===== src/rtl/cernbe_split_pkg.sv =====
// cernbe_split_pkg: shared types and constants for the 32-to-16 bit cern-be-vme split bridge.
//   state_e      : bridge FSM states
//   HALF_HI/LO   : VMEAddr bit 0 selecting the high/low 16-bit half
//   TIMEOUT_DATA : read data returned on an aborted transaction
package cernbe_split_pkg;

  typedef enum logic [1:0] {
    IDLE = 2'd0,
    HI   = 2'd1,
    LO   = 2'd2,
    ACK  = 2'd3
  } state_e;

  localparam logic        HALF_HI      = 1'b0;
  localparam logic        HALF_LO      = 1'b1;
  localparam logic [31:0] TIMEOUT_DATA = 32'hDEADBEEF;

endpackage


===== src/rtl/cernbe_split_wdog.sv =====
// cernbe_split_wdog: done watchdog for the split bridge.
//   clk, rst_n : clock, synchronous active-low reset
//   start      : (re)start counting; the first counted cycle reads 1
//   clear      : stop and zero the counter
//   expire_c   : high while the count equals TIMEOUT (combinational)
// TIMEOUT must be at least 1.
module cernbe_split_wdog #(
  parameter int unsigned TIMEOUT = 255
) (
  input  logic clk,
  input  logic rst_n,
  input  logic start,
  input  logic clear,
  output logic expire_c
);

  localparam int unsigned CNT_W = $clog2(TIMEOUT + 1);

  logic [CNT_W-1:0] cnt_q, cnt_d;

  // Zero means idle; counting saturates at TIMEOUT until cleared or restarted.
  always_comb begin
    cnt_d = cnt_q;
    if (start) begin
      cnt_d = CNT_W'(1);
    end else if (clear) begin
      cnt_d = '0;
    end else if ((cnt_q != '0) && (cnt_q != CNT_W'(TIMEOUT))) begin
      cnt_d = cnt_q + CNT_W'(1);
    end
  end

  always_ff @(posedge clk) begin
    if (!rst_n) begin
      cnt_q <= '0;
    end else begin
      cnt_q <= cnt_d;
    end
  end

  assign expire_c = (cnt_q == CNT_W'(TIMEOUT));

endmodule


===== src/rtl/cernbe_vme_split32.sv =====
// cernbe_vme_split32: turns one 32-bit host read/write into two sequential 16-bit
// cern-be-vme bank accesses (high half first), reassembling read data.
//   clk, rst_n                    : clock, synchronous active-low reset
//   h_adr/h_we/h_req/h_wdat       : host request (single-cycle strobe)
//   h_rdat/h_ack/h_err/h_busy     : host response, all registered
//   VMEAddr/VMEWrData/VMERdMem/VMEWrMem : bank access, all registered
//   VMERdData/VMERdDone/VMEWrDone : bank response
// Optional macro CERNBE_SPLIT_TIMEOUT_EN adds a done watchdog (TIMEOUT cycles) that
// aborts with h_err and TIMEOUT_DATA; without it h_err is tied low.
module cernbe_vme_split32
  import cernbe_split_pkg::*;
#(
  parameter int unsigned ADDR_W  = 3,
  parameter int unsigned TIMEOUT = 255
) (
  input  logic              clk,
  input  logic              rst_n,
  input  logic [ADDR_W-3:0] h_adr,
  input  logic              h_we,
  input  logic              h_req,
  input  logic [31:0]       h_wdat,
  output logic [31:0]       h_rdat,
  output logic              h_ack,
  output logic              h_err,
  output logic              h_busy,
  output logic [ADDR_W-2:0] VMEAddr,
  output logic [15:0]       VMEWrData,
  output logic              VMERdMem,
  output logic              VMEWrMem,
  input  logic [15:0]       VMERdData,
  input  logic              VMERdDone,
  input  logic              VMEWrDone
);

  state_e            state_q, state_d;
  logic [ADDR_W-3:0] adr_q, adr_d;
  logic              we_q, we_d;
  logic [15:0]       wdat_lo_q, wdat_lo_d;
  logic [15:0]       hi_q, hi_d;
  logic [31:0]       h_rdat_q, h_rdat_d;
  logic              h_ack_q, h_ack_d;
  logic              h_busy_q, h_busy_d;
  logic [ADDR_W-2:0] vme_addr_q, vme_addr_d;
  logic [15:0]       vme_wr_data_q, vme_wr_data_d;
  logic              vme_rd_mem_q, vme_rd_mem_d;
  logic              vme_wr_mem_q, vme_wr_mem_d;
  logic              done_c;

  // Only the done matching the latched direction counts.
  assign done_c = we_q ? VMEWrDone : VMERdDone;

`ifdef CERNBE_SPLIT_TIMEOUT_EN
  logic expire_c, wd_start_c, wd_clear_c;
  logic h_err_q, h_err_d;

  // Restart on every strobe, stop whenever the host is acknowledged.
  assign wd_start_c = vme_rd_mem_d | vme_wr_mem_d;
  assign wd_clear_c = h_ack_d;

  cernbe_split_wdog #(
    .TIMEOUT (TIMEOUT)
  ) u_wdog (
    .clk      (clk),
    .rst_n    (rst_n),
    .start    (wd_start_c),
    .clear    (wd_clear_c),
    .expire_c (expire_c)
  );

  assign h_err = h_err_q;
`else
  logic unused_timeout;
  assign unused_timeout = ^TIMEOUT;
  assign h_err          = 1'b0;
`endif

  // Next-state and registered-output computation.
  always_comb begin
    state_d       = state_q;
    adr_d         = adr_q;
    we_d          = we_q;
    wdat_lo_d     = wdat_lo_q;
    hi_d          = hi_q;
    h_rdat_d      = h_rdat_q;
    h_ack_d       = 1'b0;
    h_busy_d      = h_busy_q;
    vme_addr_d    = vme_addr_q;
    vme_wr_data_d = vme_wr_data_q;
    vme_rd_mem_d  = 1'b0;
    vme_wr_mem_d  = 1'b0;
`ifdef CERNBE_SPLIT_TIMEOUT_EN
    h_err_d       = 1'b0;
`endif
    case (state_q)
      IDLE: begin
        if (h_req) begin
          adr_d         = h_adr;
          we_d          = h_we;
          wdat_lo_d     = h_wdat[15:0];
          vme_addr_d    = {h_adr, HALF_HI};
          vme_wr_data_d = h_wdat[31:16];
          vme_wr_mem_d  = h_we;
          vme_rd_mem_d  = ~h_we;
          h_busy_d      = 1'b1;
          state_d       = HI;
        end
      end
      HI: begin
        if (done_c) begin
          if (!we_q) hi_d = VMERdData;
          vme_addr_d    = {adr_q, HALF_LO};
          vme_wr_data_d = wdat_lo_q;
          vme_wr_mem_d  = we_q;
          vme_rd_mem_d  = ~we_q;
          state_d       = LO;
        end
`ifdef CERNBE_SPLIT_TIMEOUT_EN
        else if (expire_c) begin
          h_rdat_d = TIMEOUT_DATA;
          h_err_d  = 1'b1;
          h_ack_d  = 1'b1;
          state_d  = ACK;
        end
`endif
      end
      LO: begin
        if (done_c) begin
          h_rdat_d = we_q ? 32'h0 : {hi_q, VMERdData};
          h_ack_d  = 1'b1;
          state_d  = ACK;
        end
`ifdef CERNBE_SPLIT_TIMEOUT_EN
        else if (expire_c) begin
          h_rdat_d = TIMEOUT_DATA;
          h_err_d  = 1'b1;
          h_ack_d  = 1'b1;
          state_d  = ACK;
        end
`endif
      end
      ACK: begin
        // One-cycle gap after the ack; requests here are still dropped.
        h_busy_d = 1'b0;
        state_d  = IDLE;
      end
      default: state_d = IDLE;
    endcase
  end

  always_ff @(posedge clk) begin
    if (!rst_n) begin
      state_q       <= IDLE;
      adr_q         <= '0;
      we_q          <= 1'b0;
      wdat_lo_q     <= '0;
      hi_q          <= '0;
      h_rdat_q      <= '0;
      h_ack_q       <= 1'b0;
      h_busy_q      <= 1'b0;
      vme_addr_q    <= '0;
      vme_wr_data_q <= '0;
      vme_rd_mem_q  <= 1'b0;
      vme_wr_mem_q  <= 1'b0;
`ifdef CERNBE_SPLIT_TIMEOUT_EN
      h_err_q       <= 1'b0;
`endif
    end else begin
      state_q       <= state_d;
      adr_q         <= adr_d;
      we_q          <= we_d;
      wdat_lo_q     <= wdat_lo_d;
      hi_q          <= hi_d;
      h_rdat_q      <= h_rdat_d;
      h_ack_q       <= h_ack_d;
      h_busy_q      <= h_busy_d;
      vme_addr_q    <= vme_addr_d;
      vme_wr_data_q <= vme_wr_data_d;
      vme_rd_mem_q  <= vme_rd_mem_d;
      vme_wr_mem_q  <= vme_wr_mem_d;
`ifdef CERNBE_SPLIT_TIMEOUT_EN
      h_err_q       <= h_err_d;
`endif
    end
  end

  assign h_rdat    = h_rdat_q;
  assign h_ack     = h_ack_q;
  assign h_busy    = h_busy_q;
  assign VMEAddr   = vme_addr_q;
  assign VMEWrData = vme_wr_data_q;
  assign VMERdMem  = vme_rd_mem_q;
  assign VMEWrMem  = vme_wr_mem_q;

endmodule


===== config.mk =====
export PLATFORM = sky130hd
export DESIGN_NAME = cernbe_vme_split32
export DESIGN_NICKNAME = d
export VERILOG_FILES = /design/src/rtl/cernbe_split_pkg.sv /design/src/rtl/cernbe_split_wdog.sv /design/src/rtl/cernbe_vme_split32.sv
export SDC_FILE = /design/constraint.sdc
export NUM_CORES = 1
export LEC_CHECK = 0
export CAP_MARGIN = 10
export CORE_MARGIN = 2
export CORE_UTILIZATION = 41
export DETAILED_ROUTE_END_ITERATION = 7
export GPL_TIMING_DRIVEN = 0
export MAX_ROUTING_LAYER = met4
export PLACE_DENSITY = 0.75
export SYNTH_ARGS = -nofsm -noshare
export SYNTH_HDL_FRONTEND = slang
export SYNTH_SLANG_ARGS = --single-unit

===== constraint.sdc =====
create_clock -name clk -period 1.47 [get_ports clk]
set_input_delay 0.294 -clock clk [delete_from_list [all_inputs] [get_ports clk]]
set_output_delay 0.294 -clock clk [all_outputs]
set_load 0.02 [all_outputs]

==> summary.md <==
| Metric | Value |
|---|---|
| Via count | `2938` |
| Post-Syn Area | `3430 µm²` |
| TritonCTS clock tree | `built` |
| VDD IR max | `1.36 mV` |
| RSZ-0062 raised after global routing | `yes` |
| Full die area | `9110 µm²` |
| Seq/Total Area, Yosys | `0.525` |
| Longest Clk Path Bufs | `2` |
| CTS buffer count | `9` |
| CP arrival | `1.80 ns` |
| R2R cell count | `8` |
| IO Count | `110` |
| Design Area, Final | `5180 µm²` |
| Antenna violations before repair | `0` |
| Largest net degree at the start of global routing | `19` |
| Total core area | `8180 µm²` |
| Setup crit end kind | `register` |
| Unique masters post-synth | `30` |
| Routed metal-1 wire length | `3.93 mm` |
| Post-layout nets | `535` |
| Synthesized flop and latch total | `90` |
| First-pass GRT wire length | `14.2 mm` |
| Port bufs | `108` |
| FF+latch area | `1810 µm²` |
| Top-count cell post-synth | `dfxtp_1` |
| Number of fill cells | `685` |
| Area growth from synthesis to layout | `50.9%` |
| Overflow left after global routing | `0` |
| Synth top cells by count | `dfxtp_1 (90), nand2_1 (89), a21boi_0 (35)` |
| Root buffer cell | `clkbuf_8` |
| Average via count per standard cell | `5.02` |
| Hpwl dp | `6.42 mm` |
| Gp weighted congestion | `0.861` |
| Number of synthesized flops with an enable pin | `0` |
| Net Sw Frac | `0.383` |
| Die Ht | `95.5 µm` |
| Outcome | `finished, violations left` |
| Post-DP Area | `4700 µm²` |
| Final Skew | `0.00441 ns` |
| Switching power | `3560 µW` |
| Top post-synthesis cells by area | `dfxtp_1 (53%), nand2_1 (9.7%), a22o_1 (8.2%)` |
| Ys async rst share | `0` |
| Comb power frac | `0.477` |
| Critical Path Source Type | `register` |
| Iteration-0 DRC Markers | `146` |
| Synth Area per Inst | `10.0 µm²` |
| Max-cap violations | `0` |
| Final setup viols | `48` |
| Number of hold violations in the final report | `0` |
| Max frequency | `647 MHz` |
| Crit Path Max Fanout | `6` |
| Sequential Power Share | `0.357` |
| Area leader, netlist | `dfxtp_1` |
| Total Wirelength | `9.25 mm` |
| Starting Density | `0.419` |
| Tcrit/Tclk final | `1.05` |
| Syn_nets | `402` |
| WL met2 | `4.64 mm` |
| PD cells | `1790 nW/µm²` |
| Finished Layout Cells | `585` |
| Yosys Warn Count | `0` |
| Uppermost routed layer | `met4` |
| Total internal power | `5730 µW` |
| FP Rows | `33` |
| Post-synth top area share | `0.525` |
| Total Routing Usage GR | `0.207` |
| Setup TNS Final | `-1.52 ns` |
| DRT antenna net count | `0` |
| Final core occ | `0.633` |
| DR WL/cell | `15.8 µm` |
| Routed wl met3 | `627 µm` |
| DR DRC count | `0` |
| Kind of critical path | `reg2reg` |
| Clk pwr share | `0.166` |
| Vias in the first global route | `2931` |
| Worst setup margin | `-0.0764 ns` |
| Multi-input logic area | `1680 µm²` |
| Hold Path Class | `reg2reg` |
| CP required | `1.72 ns` |
| Final Max Tran Viols | `0` |
| Main synth FF type | `dfxtp_1` |
| Failing checks | `negative setup slack` |
| H-tree levels | `3` |
| Dpl cells | `555` |
| Hold Crit Depth | `2` |
| Layout cells sized above 1 | `0.194` |
| CTS Sinks | `90` |
| Worst-path clk slew | `0.09 ns` |
| Synth Instances | `342` |
| Insertion delay to the later sink of the worst-skew pair | `0.35 ns` |
| Drt pass-1 iters | `4` |
| Pleak | `0.00237 µW` |
| Die X | `95.5 µm` |
| Min Tclk post-route | `1.55 ns` |
| Antenna Cells | `0` |
==> cells in the final DEF (no fill, tap or decap), types with 4 or more instances in the layout <==
master,n
o211a_1,17
a22o_1,32
dfxtp_1,87
a21boi_0,26
clkbuf_8,13
ha_4,4
a21boi_1,10
nand2_2,17
clkdlybuf4s50_1,54
buf_6,15
dlygate4sd2_1,54
mux2i_1,13
nand2_1,70
buf_4,13
mux2i_4,4
==> metal layers <==
metal	GRT usage	vias up
li1	-	1462
met1	0.238	1365
met2	0.367	107
met3	0.0498	4
met4	0.0452	0
met5	-	-
==> state kept, by name, summed over array words and instances, names as in the netlist, 2 cells and up <==
name and flops:
h_rdat 32, VMEWrData 16, hi_q 16, wdat_lo_q 16, VMEAddr 2, state_q 2
==> worst max-delay path, cell delays in order, from the launching register on <==
cell	delay (ns)
dfxtp_4	0.40
inv_4	0.06
ha_4	0.15
nor2b_4	0.13
a211oi_4	0.21
buf_6	0.17
buf_6	0.14
nand2_2	0.06
o211a_1	0.13
==> metrics by stage <==
stage | setup slack (ns) | power (µW) | hold slack [ns]
floorplan | 0.00174 | 5680 | 0.419
global placement | -0.497 | 6950 | 0.448
detailed placement | -0.571 | 7040 | 0.450
CTS | -0.0778 | 9130 | 0.470
global route | -0.137 | 9800 | 0.489
finish | -0.0764 | 9290 | 0.460
==> power groups by stage <==
stage | Sequential [µW] | Clock, µW | Combinational (µW)
after floorplan | 3700 | 0 | 1980
after global placement | 3330 | 0 | 3620
after detailed placement | 3350 | 0 | 3690
after CTS | 3310 | 1560 | 4260
after global routing | 3370 | 1670 | 4770
final | 3310 | 1540 | 4430
==> cells by family (layout without fill, tap and decap cells) <==
| family | after synthesis | in the layout | synth area share |
|---|---|---|---|
| buffers and inverters | 28 | 166 | 0.0430 |
| adders and majority gates | 5 | 5 | 0.0182 |
| DFF | 90 | 90 | 0.525 |
| other | 1 | 1 | 0.00109 |
| and+or+nand+nor | 105 | 105 | 0.126 |
| AOI/OAI and AO/OA | 95 | 95 | 0.233 |
| muxes | 18 | 18 | 0.0536 |
==> timing repair <==
| item | CTS | global route |
|---|---|---|
| hold buffers | 0 | 0 |
| cloned | 3 | 1 |
| pin swaps | 4 | 4 |
| resized for setup | 117 | 30 |
| setup endpoints to repair | 133 | 81 |
| setup buffers | 11 | 4 |
==> path summary, 6_finish.rpt <==
path                start  slack [ns]            to
max            state_q[0]       -0.08  VMEWrData[9]
min          wdat_lo_q[2]        0.46  wdat_lo_q[2]
max reg2reg    state_q[0]       -0.08  VMEWrData[9]
min reg2reg  wdat_lo_q[2]        0.46  wdat_lo_q[2]
==> final cells by class <==
| class | count | area share |
|---|---|---|
| flip-flops and latches | 90 | 0.350 |
| inverters | 3 | 0.00314 |
| repair buffers | 127 | 0.228 |
| plain buffers | 20 | 0.0346 |
| well taps | 105 | 0.0254 |
| clock buffers | 10 | 0.0266 |
| multi-input cells | 224 | 0.324 |
| clock inverters | 6 | 0.00798 |
Note: power is estimated with default switching activity, not from simulation.
